--- src/rtl/bin2bcd_pkg.sv ---
// bin2bcd_pkg: shared types and helpers for the sequential binary-to-BCD converter.
package bin2bcd_pkg;
  typedef enum logic [1:0] {IDLE, SHIFT, DONE} state_t;
  typedef logic [3:0] digit_t;
  function automatic longint pow10(input int n);
    longint p = 1;
    for (int i = 0; i < n; i++) p = p * 10;
    return p;
  endfunction
endpackage

--- src/rtl/bcd_digit_adj.sv ---
// bcd_digit_adj: double-dabble digit correction, adds 3 when the digit is 5 or more.
module bcd_digit_adj
  import bin2bcd_pkg::*;
(
  input  digit_t d,
  output digit_t q
);
  always_comb q = (d >= 4'd5) ? d + 4'd3 : d;
endmodule

--- src/rtl/bin2bcd_seq.sv ---
// bin2bcd_seq: iterative shift-and-add-3 binary-to-BCD converter, one input bit per cycle.
module bin2bcd_seq
  import bin2bcd_pkg::*;
#(
  parameter int WIDTH  = 8,
  parameter int DIGITS = 3
) (
  input  logic                  clk,
  input  logic                  rst,
  input  logic [WIDTH-1:0]      in_data,
  input  logic                  in_valid,
  output logic                  in_ready,
  output logic [4*DIGITS-1:0]   bcd,
  output logic                  out_valid,
  output logic                  busy
);
  localparam int CW = $clog2(WIDTH + 1);
  localparam int BW = 4 * DIGITS;
  if (pow10(DIGITS) <= (longint'(1) << WIDTH) - 1) begin : g_chk
    $error("bin2bcd_seq: DIGITS too small for WIDTH");
  end
  state_t          state, nxt;
  logic [BW-1:0]   scr, adj, scr_nxt;
  logic [WIDTH-1:0] shr;
  logic [CW-1:0]   cnt;
  logic            unused_msb;
  for (genvar d = 0; d < DIGITS; d++) begin : g_adj
    bcd_digit_adj u_adj (.d(scr[4*d +: 4]), .q(adj[4*d +: 4]));
  end
  // the adjusted top bit is shifted out; it is always 0 when DIGITS is sized correctly
  assign scr_nxt    = {adj[BW-2:0], shr[WIDTH-1]};
  assign unused_msb = adj[BW-1];
  always_comb begin
    nxt = state == IDLE  ? (in_valid ? SHIFT : IDLE) :
          state == SHIFT ? (cnt == CW'(1) ? DONE : SHIFT) : IDLE;
    in_ready  = state == IDLE;
    busy      = state != IDLE;
    out_valid = state == DONE;
  end
  always_ff @(posedge clk or negedge rst)
    if (!rst) state <= IDLE;
    else      state <= nxt;
  always_ff @(posedge clk or negedge rst)
    if (!rst) begin
      scr <= '0;
      shr <= '0;
      cnt <= '0;
      bcd <= '0;
    end else if (state == IDLE && in_valid) begin
      shr <= in_data;
      scr <= '0;
      cnt <= CW'(WIDTH);
    end else if (state == SHIFT) begin
      scr <= scr_nxt;
      shr <= shr << 1;
      cnt <= cnt - 1'b1;
      if (cnt == CW'(1)) bcd <= scr_nxt;
    end
endmodule

--- config.mk ---
export PLATFORM = sky130hd
export DESIGN_NAME = bin2bcd_seq
export DESIGN_NICKNAME = d
export VERILOG_FILES = /design/src/rtl/bin2bcd_pkg.sv /design/src/rtl/bcd_digit_adj.sv /design/src/rtl/bin2bcd_seq.sv
export SDC_FILE = /design/constraint.sdc
export NUM_CORES = 1
export LEC_CHECK = 0
export ABC_AREA = 1
export CAP_MARGIN = 25
export CELL_PAD_IN_SITES_DETAIL_PLACEMENT = 0
export CELL_PAD_IN_SITES_GLOBAL_PLACEMENT = 1
export CORE_ASPECT_RATIO = 0.5
export CORE_MARGIN = 5
export CORE_UTILIZATION = 44
export DETAILED_ROUTE_END_ITERATION = 8
export GPL_TIMING_DRIVEN = 1
export HOLD_SLACK_MARGIN = 0.08
export PLACE_DENSITY_LB_ADDON = 0.1
export SLEW_MARGIN = 10
export SYNTH_ARGS = -nofsm -noshare
export SYNTH_HDL_FRONTEND = slang
export SYNTH_HIERARCHICAL = 1
export SYNTH_SLANG_ARGS = --single-unit
--- constraint.sdc ---
create_clock -name clk -period 3.1 [get_ports clk]
set_input_delay 0.62 -clock clk [delete_from_list [all_inputs] [get_ports clk]]
set_output_delay 0.62 -clock clk [all_outputs]
set_load 0.02 [all_outputs]
# ---- After elaboration in Yosys (flattened, before gate mapping)
# Index checks and enable logic that the tools add are counted.
# W data, S select, Z words.
dict set report op_classes {
  addsub 4
  n_lt_le_gt_ge 3
  eq_ne 3
  muxes 13
  bitwise 1
  n_reduce_logical 5
}
# operator count
set op_table {}
lappend op_table {{$mux W12} 2}
lappend op_table {{$mux W4} 4}
lappend op_table {{$mux W8} 2}
lappend op_table {{$ge A4 B3 Y1 const B} 3}
lappend op_table {{$add A4 B2 Y4 const B} 2}
lappend op_table {{$mux W2} 3}
lappend op_table {{$eq A4 B1 Y1 const B} 1}
lappend op_table {{$reduce_bool A2 Y1} 2}
lappend op_table {{$sub A4 B1 Y4 const B} 1}
lappend op_table {{$add A3 B2 Y3 const B} 1}
lappend op_table {{$mux W3} 1}
lappend op_table {{$reduce_and A3 Y1} 1}
lappend op_table {{$eq A2 B1 Y1 const B} 1}
lappend op_table {{$eq A2 B2 Y1 const B} 1}
lappend op_table {{$logic_not A2 Y1} 1}
lappend op_table {{$logic_and A1 B1 Y1} 1}
lappend op_table {{$mux W1} 1}
lappend op_table {{$not A1 Y1} 1}
dict set report totals {
  ff_bits 38
  in_bits 11
  out_inout_bits 15
  wordCells 34
}

# ---- Logic depth before layout (Yosys ltp)
# Gate-level depths: netlist of run 1.
dict set report depth {
  depth_word 4
  mapped_depth 9
  ltp_nobuf 9
}

# ---- Cells and area by module
# Netlist of run 1, hierarchy kept.
# module instances cells_per_inst area_each_um2 seq_area_each_um2
set by_module_without_submodules {}
lappend by_module_without_submodules {bin2bcd_seq 1 170 1557.7 950.9}
lappend by_module_without_submodules {bcd_digit_adj 3 23 135.1 0.0}

# ---- Least setup slack after synthesis of run 1
# OpenSTA, ideal clock, no wires.
dict set report synth_timing {
  path_type {reg-to-output}
  from {register state[1]}
  to {output port busy}
  t_arrival_ns 0.962
  required_ns 2.480
  slack_ns 1.518
  stages_incl_launch_ff 3
  n_path_buf 0
  path_cell_list {dfrtp_1 nor2_1 inv_1}
}
dict set report synth_between {
  elab_chain_len 1
}
# element line_no
set synth_lines {}
lappend synth_lines {{start, declared} bin2bcd_seq.sv:22} ;# state_t state, nxt;
lappend synth_lines {{start signal, assigned} bin2bcd_seq.sv:42} ;# else state <= nxt;
lappend synth_lines {{$reduce_bool A2 Y1} bin2bcd_seq.sv:37} ;# busy = state != IDLE;
lappend synth_lines {{end, declared} bin2bcd_seq.sv:15} ;# output logic busy
# Every way passes these cells.

# ---- Final worst setup path of run 1
dict set report layout_timing {
  from {register state[0]}
  to {output port in_ready}
}
dict set report layout_between {
  elab_chain_len 1
}
# element line_no
set layout_lines {}
lappend layout_lines {{$logic_not A2 Y1} bin2bcd_seq.sv:36} ;# in_ready = state == IDLE;
lappend layout_lines {{end, declared} bin2bcd_seq.sv:12} ;# output logic in_ready,
# Every way passes these cells.

==> flow_summary.toml, run 1 <==
[sta]
period_needed_ns = 2.14
hold_viol = 0
worstMarginPinSlew_ns = 0.866
maxSlewViolCount = 0
setup_violations = 0
setup_tns_ns = 0
fmax_mhz = 467
period_share_pct = 69.0
rsz0062_at_grt = "no"
fin_skew_ns = 0.00360
slew_headroom_pct = 42.3

[critical_path]
worstSetupStartpoint = "state[0]"
crit_fanout = 4
path_cells = "nor2_1 > clkdlybuf4s50_1"
r2r-start = "state[0]"
slowest_delay_ns = 0.64
cp-end-kind = "output pin"
crit-reg2reg-capture = "bcd[8]"
reg2reg_depth = 6
critPathTopFamily = "buffers and inverters"
cp-start-kind = "register"
crit_slowest_cell = "clkdlybuf4s50_1"
crit_buf_inv = 1
crit_type = "reg2out"
r2r_slack_ns = 1.50
worstPathRequired_ns = 2.48
critPathArrivalTime_ns = 1.52

[finish]
antenna_cells = 0
layout_commonest_cell = "nand2_1"
fin_nets = 282
finalNonFillerCells = 320
syn_to_final_growth_pct = 19.1
layout_common_cells = "93 x nand2_1, 38 x dfrtp_1, 24 x clkdlybuf4s50_1"
fill_cells = 427
drive_gt1_share_pct = 11.8

[yosys]
netlist_area_um2 = 1940
yosysWarningCount = 6
syn_nets = 253
synthCells = 234
avgSynthCellArea_um2 = 8.28

[placed_design]
dp.cells = 313
numPortBuffers = 25
dp_hpwl_mm = 2.64
gp_congestion = 0.757

[drt]
drt-total-wl_mm = 3.71
viasPerCell = 4.73
wire_per_inst_um = 11.6
drt_first_pass_iters = 4
ant_nets = 0
drt-initial-drc-count = 62
remaining_drc_errors = 0
vias = 1515

[floorplanning]
die_x_um = 104
start_util_pct = 44.9
design.die.area_um2 = 5910
io_pins = 26
num_rows = 17
die_y_um = 56.9
fp.coreArea_um2 = 4320

[global_routing]
antenna_found_initial = 0
overflow = 0
grt_first_pass_wirelength_mm = 6.79
gr-usage-all-layers_pct = 13.9
grt_max_degree = 39
grt_pass1_vias = 1508

[clock_network]
cts_tree = "yes"
cts_sinks = 38
post-cts-setup-buffers = 0
cts_hold_buffers = 0
htree_levels = 2
cts_root_buffer = "clkbuf_8"
clk-insertion-delay-late_ns = 0.28
numCtsBuffers = 5
ctsResizeCount = 0
cts.path.max_buffers = 2
clk_pin_slew_worst_paths_ns = 0.07

[flow_run]
maxCapViolations = 0

[power_and_ir_drop]
ir_drop_mv = 0.450
power_density_nw_per_um2 = 1030
cellLeakagePower_nw = 1.14

[status]
outcome = "finished, final reports clean"

[worst_hold_path]
hp-class = "in2async"
[cell type report]
class	instances	area, um2	share of cell area [%]
clock buffers	7	76.3	3.31
inverters	27	101	4.40
multi-input cells	165	853	37.0
flip-flops and latches	38	951	41.2
well taps	57	71.3	3.09
repair buffers	26	253	11.0
[routing by layer]
layer  track usage, %  share of wire [%]  vias up
met4             3.87               0.73        0
met3             4.36                3.0        4
met2             22.6                 45       13
met5                0                  0        -
met1             18.1                 51      720
li1                 -                  -      778
[worst max-delay path by stage]
| stage | endpoint | slack [ns] | cells past startpoint |
|---|---|---|---|
| global placement | in_ready | 1.30 | 2 |
| detailed placement | in_ready | 1.26 | 2 |
| finish | in_ready | 0.96 | 2 |
| CTS | in_ready | 0.94 | 2 |
| global route | in_ready | 0.88 | 2 |
| floorplan | busy | 1.52 | 2 |
[metrics by stage]
stage / util (%) / hold slack, ns / setup WS, ns / total power [mW] / cell area [um2]
final: 53.4 / 0.443 / 0.961 / 2.37 / 2310
after global routing: 53.4 / 0.503 / 0.876 / 2.62 / 2310
after CTS: 53.4 / 0.473 / 0.937 / 2.41 / 2310
after detailed placement: 51.6 / 0.464 / 1.26 / 2.08 / 2230
after global placement: 51.6 / 0.457 / 1.30 / 2.05 / 2230
after floorplan: - / 0.324 / 1.52 / 1.74 / 1940
[registers in the layout (all words and copies together), names as in the netlist]
register	cells
scr	12
cnt	4
bcd	12
state	2
shr	8
[report_power, final]
group	internal [mW]	switching (mW)
combinational	0.469	0.729
sequential	0.704	0.153
clock	0.155	0.162
total	1.33	1.04
[worst reg2reg max path: cells and delay by family, from the launching register on]
| family | cells | cell delay [ns] |
|---|---|---|
| buffers and inverters | 2 | 0.32 |
| flip-flops | 1 | 0.39 |
| AND/OR/NAND/NOR | 4 | 0.83 |
No activity file was read; power rests on OpenSTA's default activity.
==> run 2, diff against run 1 <==
--- a/config.mk
+++ b/config.mk
@@ -11,7 +11,7 @@
 export CELL_PAD_IN_SITES_GLOBAL_PLACEMENT = 1
 export CORE_ASPECT_RATIO = 0.5
 export CORE_MARGIN = 5
-export CORE_UTILIZATION = 44
+export CORE_UTILIZATION = 40
 export DETAILED_ROUTE_END_ITERATION = 8
 export GPL_TIMING_DRIVEN = 1
 export HOLD_SLACK_MARGIN = 0.08
==> constraint.sdc (replaced) <==
create_clock -name clk -period 2 [get_ports clk]
set_input_delay 0.4 -clock clk [delete_from_list [all_inputs] [get_ports clk]]
set_output_delay 0.4 -clock clk [all_outputs]
set_load 0.02 [all_outputs]
==> flow_summary.toml, run 2 (same netlist as run 1, synthesis figures left out) <==
[status]
outcome = "finished, final reports clean"

[floorplanning]
die_y_um = 59.2
design.die.area_um2 = 6420
start_util_pct = 42.8
num_rows = 17
fp.coreArea_um2 = 4530
io_pins = 26
die_x_um = 108

[drt]
ant_nets = 0
drt-initial-drc-count = 58
remaining_drc_errors = 0
viasPerCell = 4.59
drt_first_pass_iters = 4
drt-total-wl_mm = 3.96
wire_per_inst_um = 11.9
vias = 1523

[critical_path]
worstPathRequired_ns = 1.60
slowest_delay_ns = 0.53
crit_type = "reg2out"
crit_slowest_cell = "clkdlybuf4s50_1"
critPathTopFamily = "buffers and inverters"
crit_fanout = 3
crit_buf_inv = 2
path_cells = "nor2_1 > inv_1 > clkdlybuf4s50_1"
cp-end-kind = "output pin"
critPathArrivalTime_ns = 1.48
cp-start-kind = "register"

[global_routing]
use_met3_pct = 3.59
use_met2_pct = 21.1
gr-usage-all-layers_pct = 13.9
grt_max_degree = 39
met1_usage_pct = 19.1
overflow = 0
grt_first_pass_wirelength_mm = 6.96
antenna_found_initial = 0
busiest_layer = "met2"
grt_pass1_vias = 1477

[finish]
drive_gt1_share_pct = 13.2
layout_common_cells = "93 x nand2_1, 38 x dfrtp_1, 23 x inv_1, 23 x clkdlybuf4s50_1, 16 x o21ai_0"
syn_to_final_growth_pct = 21.3
layout_commonest_cell = "nand2_1"
fin_area_um2 = 2350
reg_top3 = "bcd (12), scr (12), shr (8)"
fin_nets = 284
antenna_cells = 0
post-route-util_pct = 51.9

[clock_network]
cts_sinks = 38
clk_pin_slew_worst_paths_ns = 0.08
cts_hold_buffers = 0
cts_root_buffer = "clkbuf_8"
cts.path.max_buffers = 2
ctsResizeCount = 0
cts_tree = "yes"
numCtsBuffers = 5
clk-insertion-delay-late_ns = 0.29
post-cts-setup-buffers = 0
htree_levels = 2

[sta]
hold_viol = 0
setup_tns_ns = 0
period_needed_ns = 1.88
rsz0062_at_grt = "no"
setup_violations = 0
slew_headroom_pct = 68.0
maxSlewViolCount = 0
fmax_mhz = 531
period_share_pct = 94.1
worstMarginPinSlew_ns = 0.480
fin_skew_ns = 0.00764

[placed_design]
gp_congestion = 0.775
numPortBuffers = 25
postPlaceCellArea_um2 = 2260
dp_hpwl_mm = 2.79

[power_and_ir_drop]
p_comb_share_pct = 50.1
ir_drop_mv = 0.653
power_density_nw_per_um2 = 1600
cellLeakagePower_nw = 1.17
p_int_mw = 2.11
seqPwrFrac_pct = 35.4
netSwitchingPower_mw = 1.66
swShare_pct = 44.0
power_mw = 3.77
clkPwrFrac_pct = 14.5

[worst_hold_path]
hp-class = "in2async"

[flow_run]
maxCapViolations = 0
run 2: cell count changes in the layout (fill, tap and decap cells not counted), sizes merged:
cell and change:
buf +2, clkdlybuf4s50 -1, clkinv +1, dlymetal6s2s +1
run 2: area by class of cell:
| cell class | instances | area, um2 |
|---|---|---|
| fill | 458 | 2180 |
| sequential | 38 | 951 |
| multi-input combinational | 165 | 853 |
| timing repair buffer | 28 | 270 |
| inverter | 27 | 101 |
| clock buffer | 7 | 86.3 |
| tap | 66 | 82.6 |
| clock inverter | 1 | 5.00 |
run 2: path summary, 6_finish.rpt:
check	slack (ns)	cells past startpoint	startpoint	endpoint
worst max-delay path	0.12	3	state[1]	busy
worst min-delay path	0.15	2	rst	scr[6]
worst max register to register	0.60	6	cnt[1]	bcd[11]
worst min register to register	0.48	2	bcd[10]	bcd[10]
max in group asynchronous	1.52	2	rst	shr[0]
min in group clk	0.48	2	bcd[10]	bcd[10]
run 2: power by group through the flow:
stage | logic (mW) | registers [mW] | clock network, mW
4_1_cts | 1.92 | 1.33 | 0.570
5_1_grt | 2.14 | 1.39 | 0.597
2_1_floorplan | 1.30 | 1.41 | 0
6_report | 1.89 | 1.34 | 0.547
3_5_place_dp | 1.92 | 1.34 | 0
3_3_place_gp | 1.87 | 1.34 | 0
run 2: worst reg2reg max path: cells and delay by family, from the launching register on:
kind | cells | cell delay (ns)
adder cells (fa/ha/maj) | 1 | 0.22
AND/OR/NAND/NOR | 3 | 0.39
buffers and inverters | 2 | 0.33
flip-flops | 1 | 0.40
run 2: metrics by stage:
step / hold WS [ns] / instances / setup slack (ns)
5_1_grt: 0.210 / 332 / 0.0319
6_report: 0.150 / 332 / 0.118
2_1_floorplan: 0.104 / 234 / 0.638
3_3_place_gp: 0.458 / 324 / 0.416
4_1_cts: 0.167 / 332 / 0.0251
3_5_place_dp: 0.468 / 324 / 0.354
run 2: metal layers:
metal	routed length, um	vias to the layer above
met5	0	-
li1	-	784
met4	44	0
met2	1810	17
met3	100	5
met1	2010	717
==> run 3, diff against run 2 <==
--- a/config.mk
+++ b/config.mk
@@ -12,6 +12,7 @@
 export CORE_ASPECT_RATIO = 0.5
 export CORE_MARGIN = 5
 export CORE_UTILIZATION = 40
+export CTS_CLUSTER_DIAMETER = 120
 export DETAILED_ROUTE_END_ITERATION = 8
 export GPL_TIMING_DRIVEN = 1
 export HOLD_SLACK_MARGIN = 0.08
==> results of run 3 <==
Same layout as run 2: the final DEF is identical, and so are final timing and power.
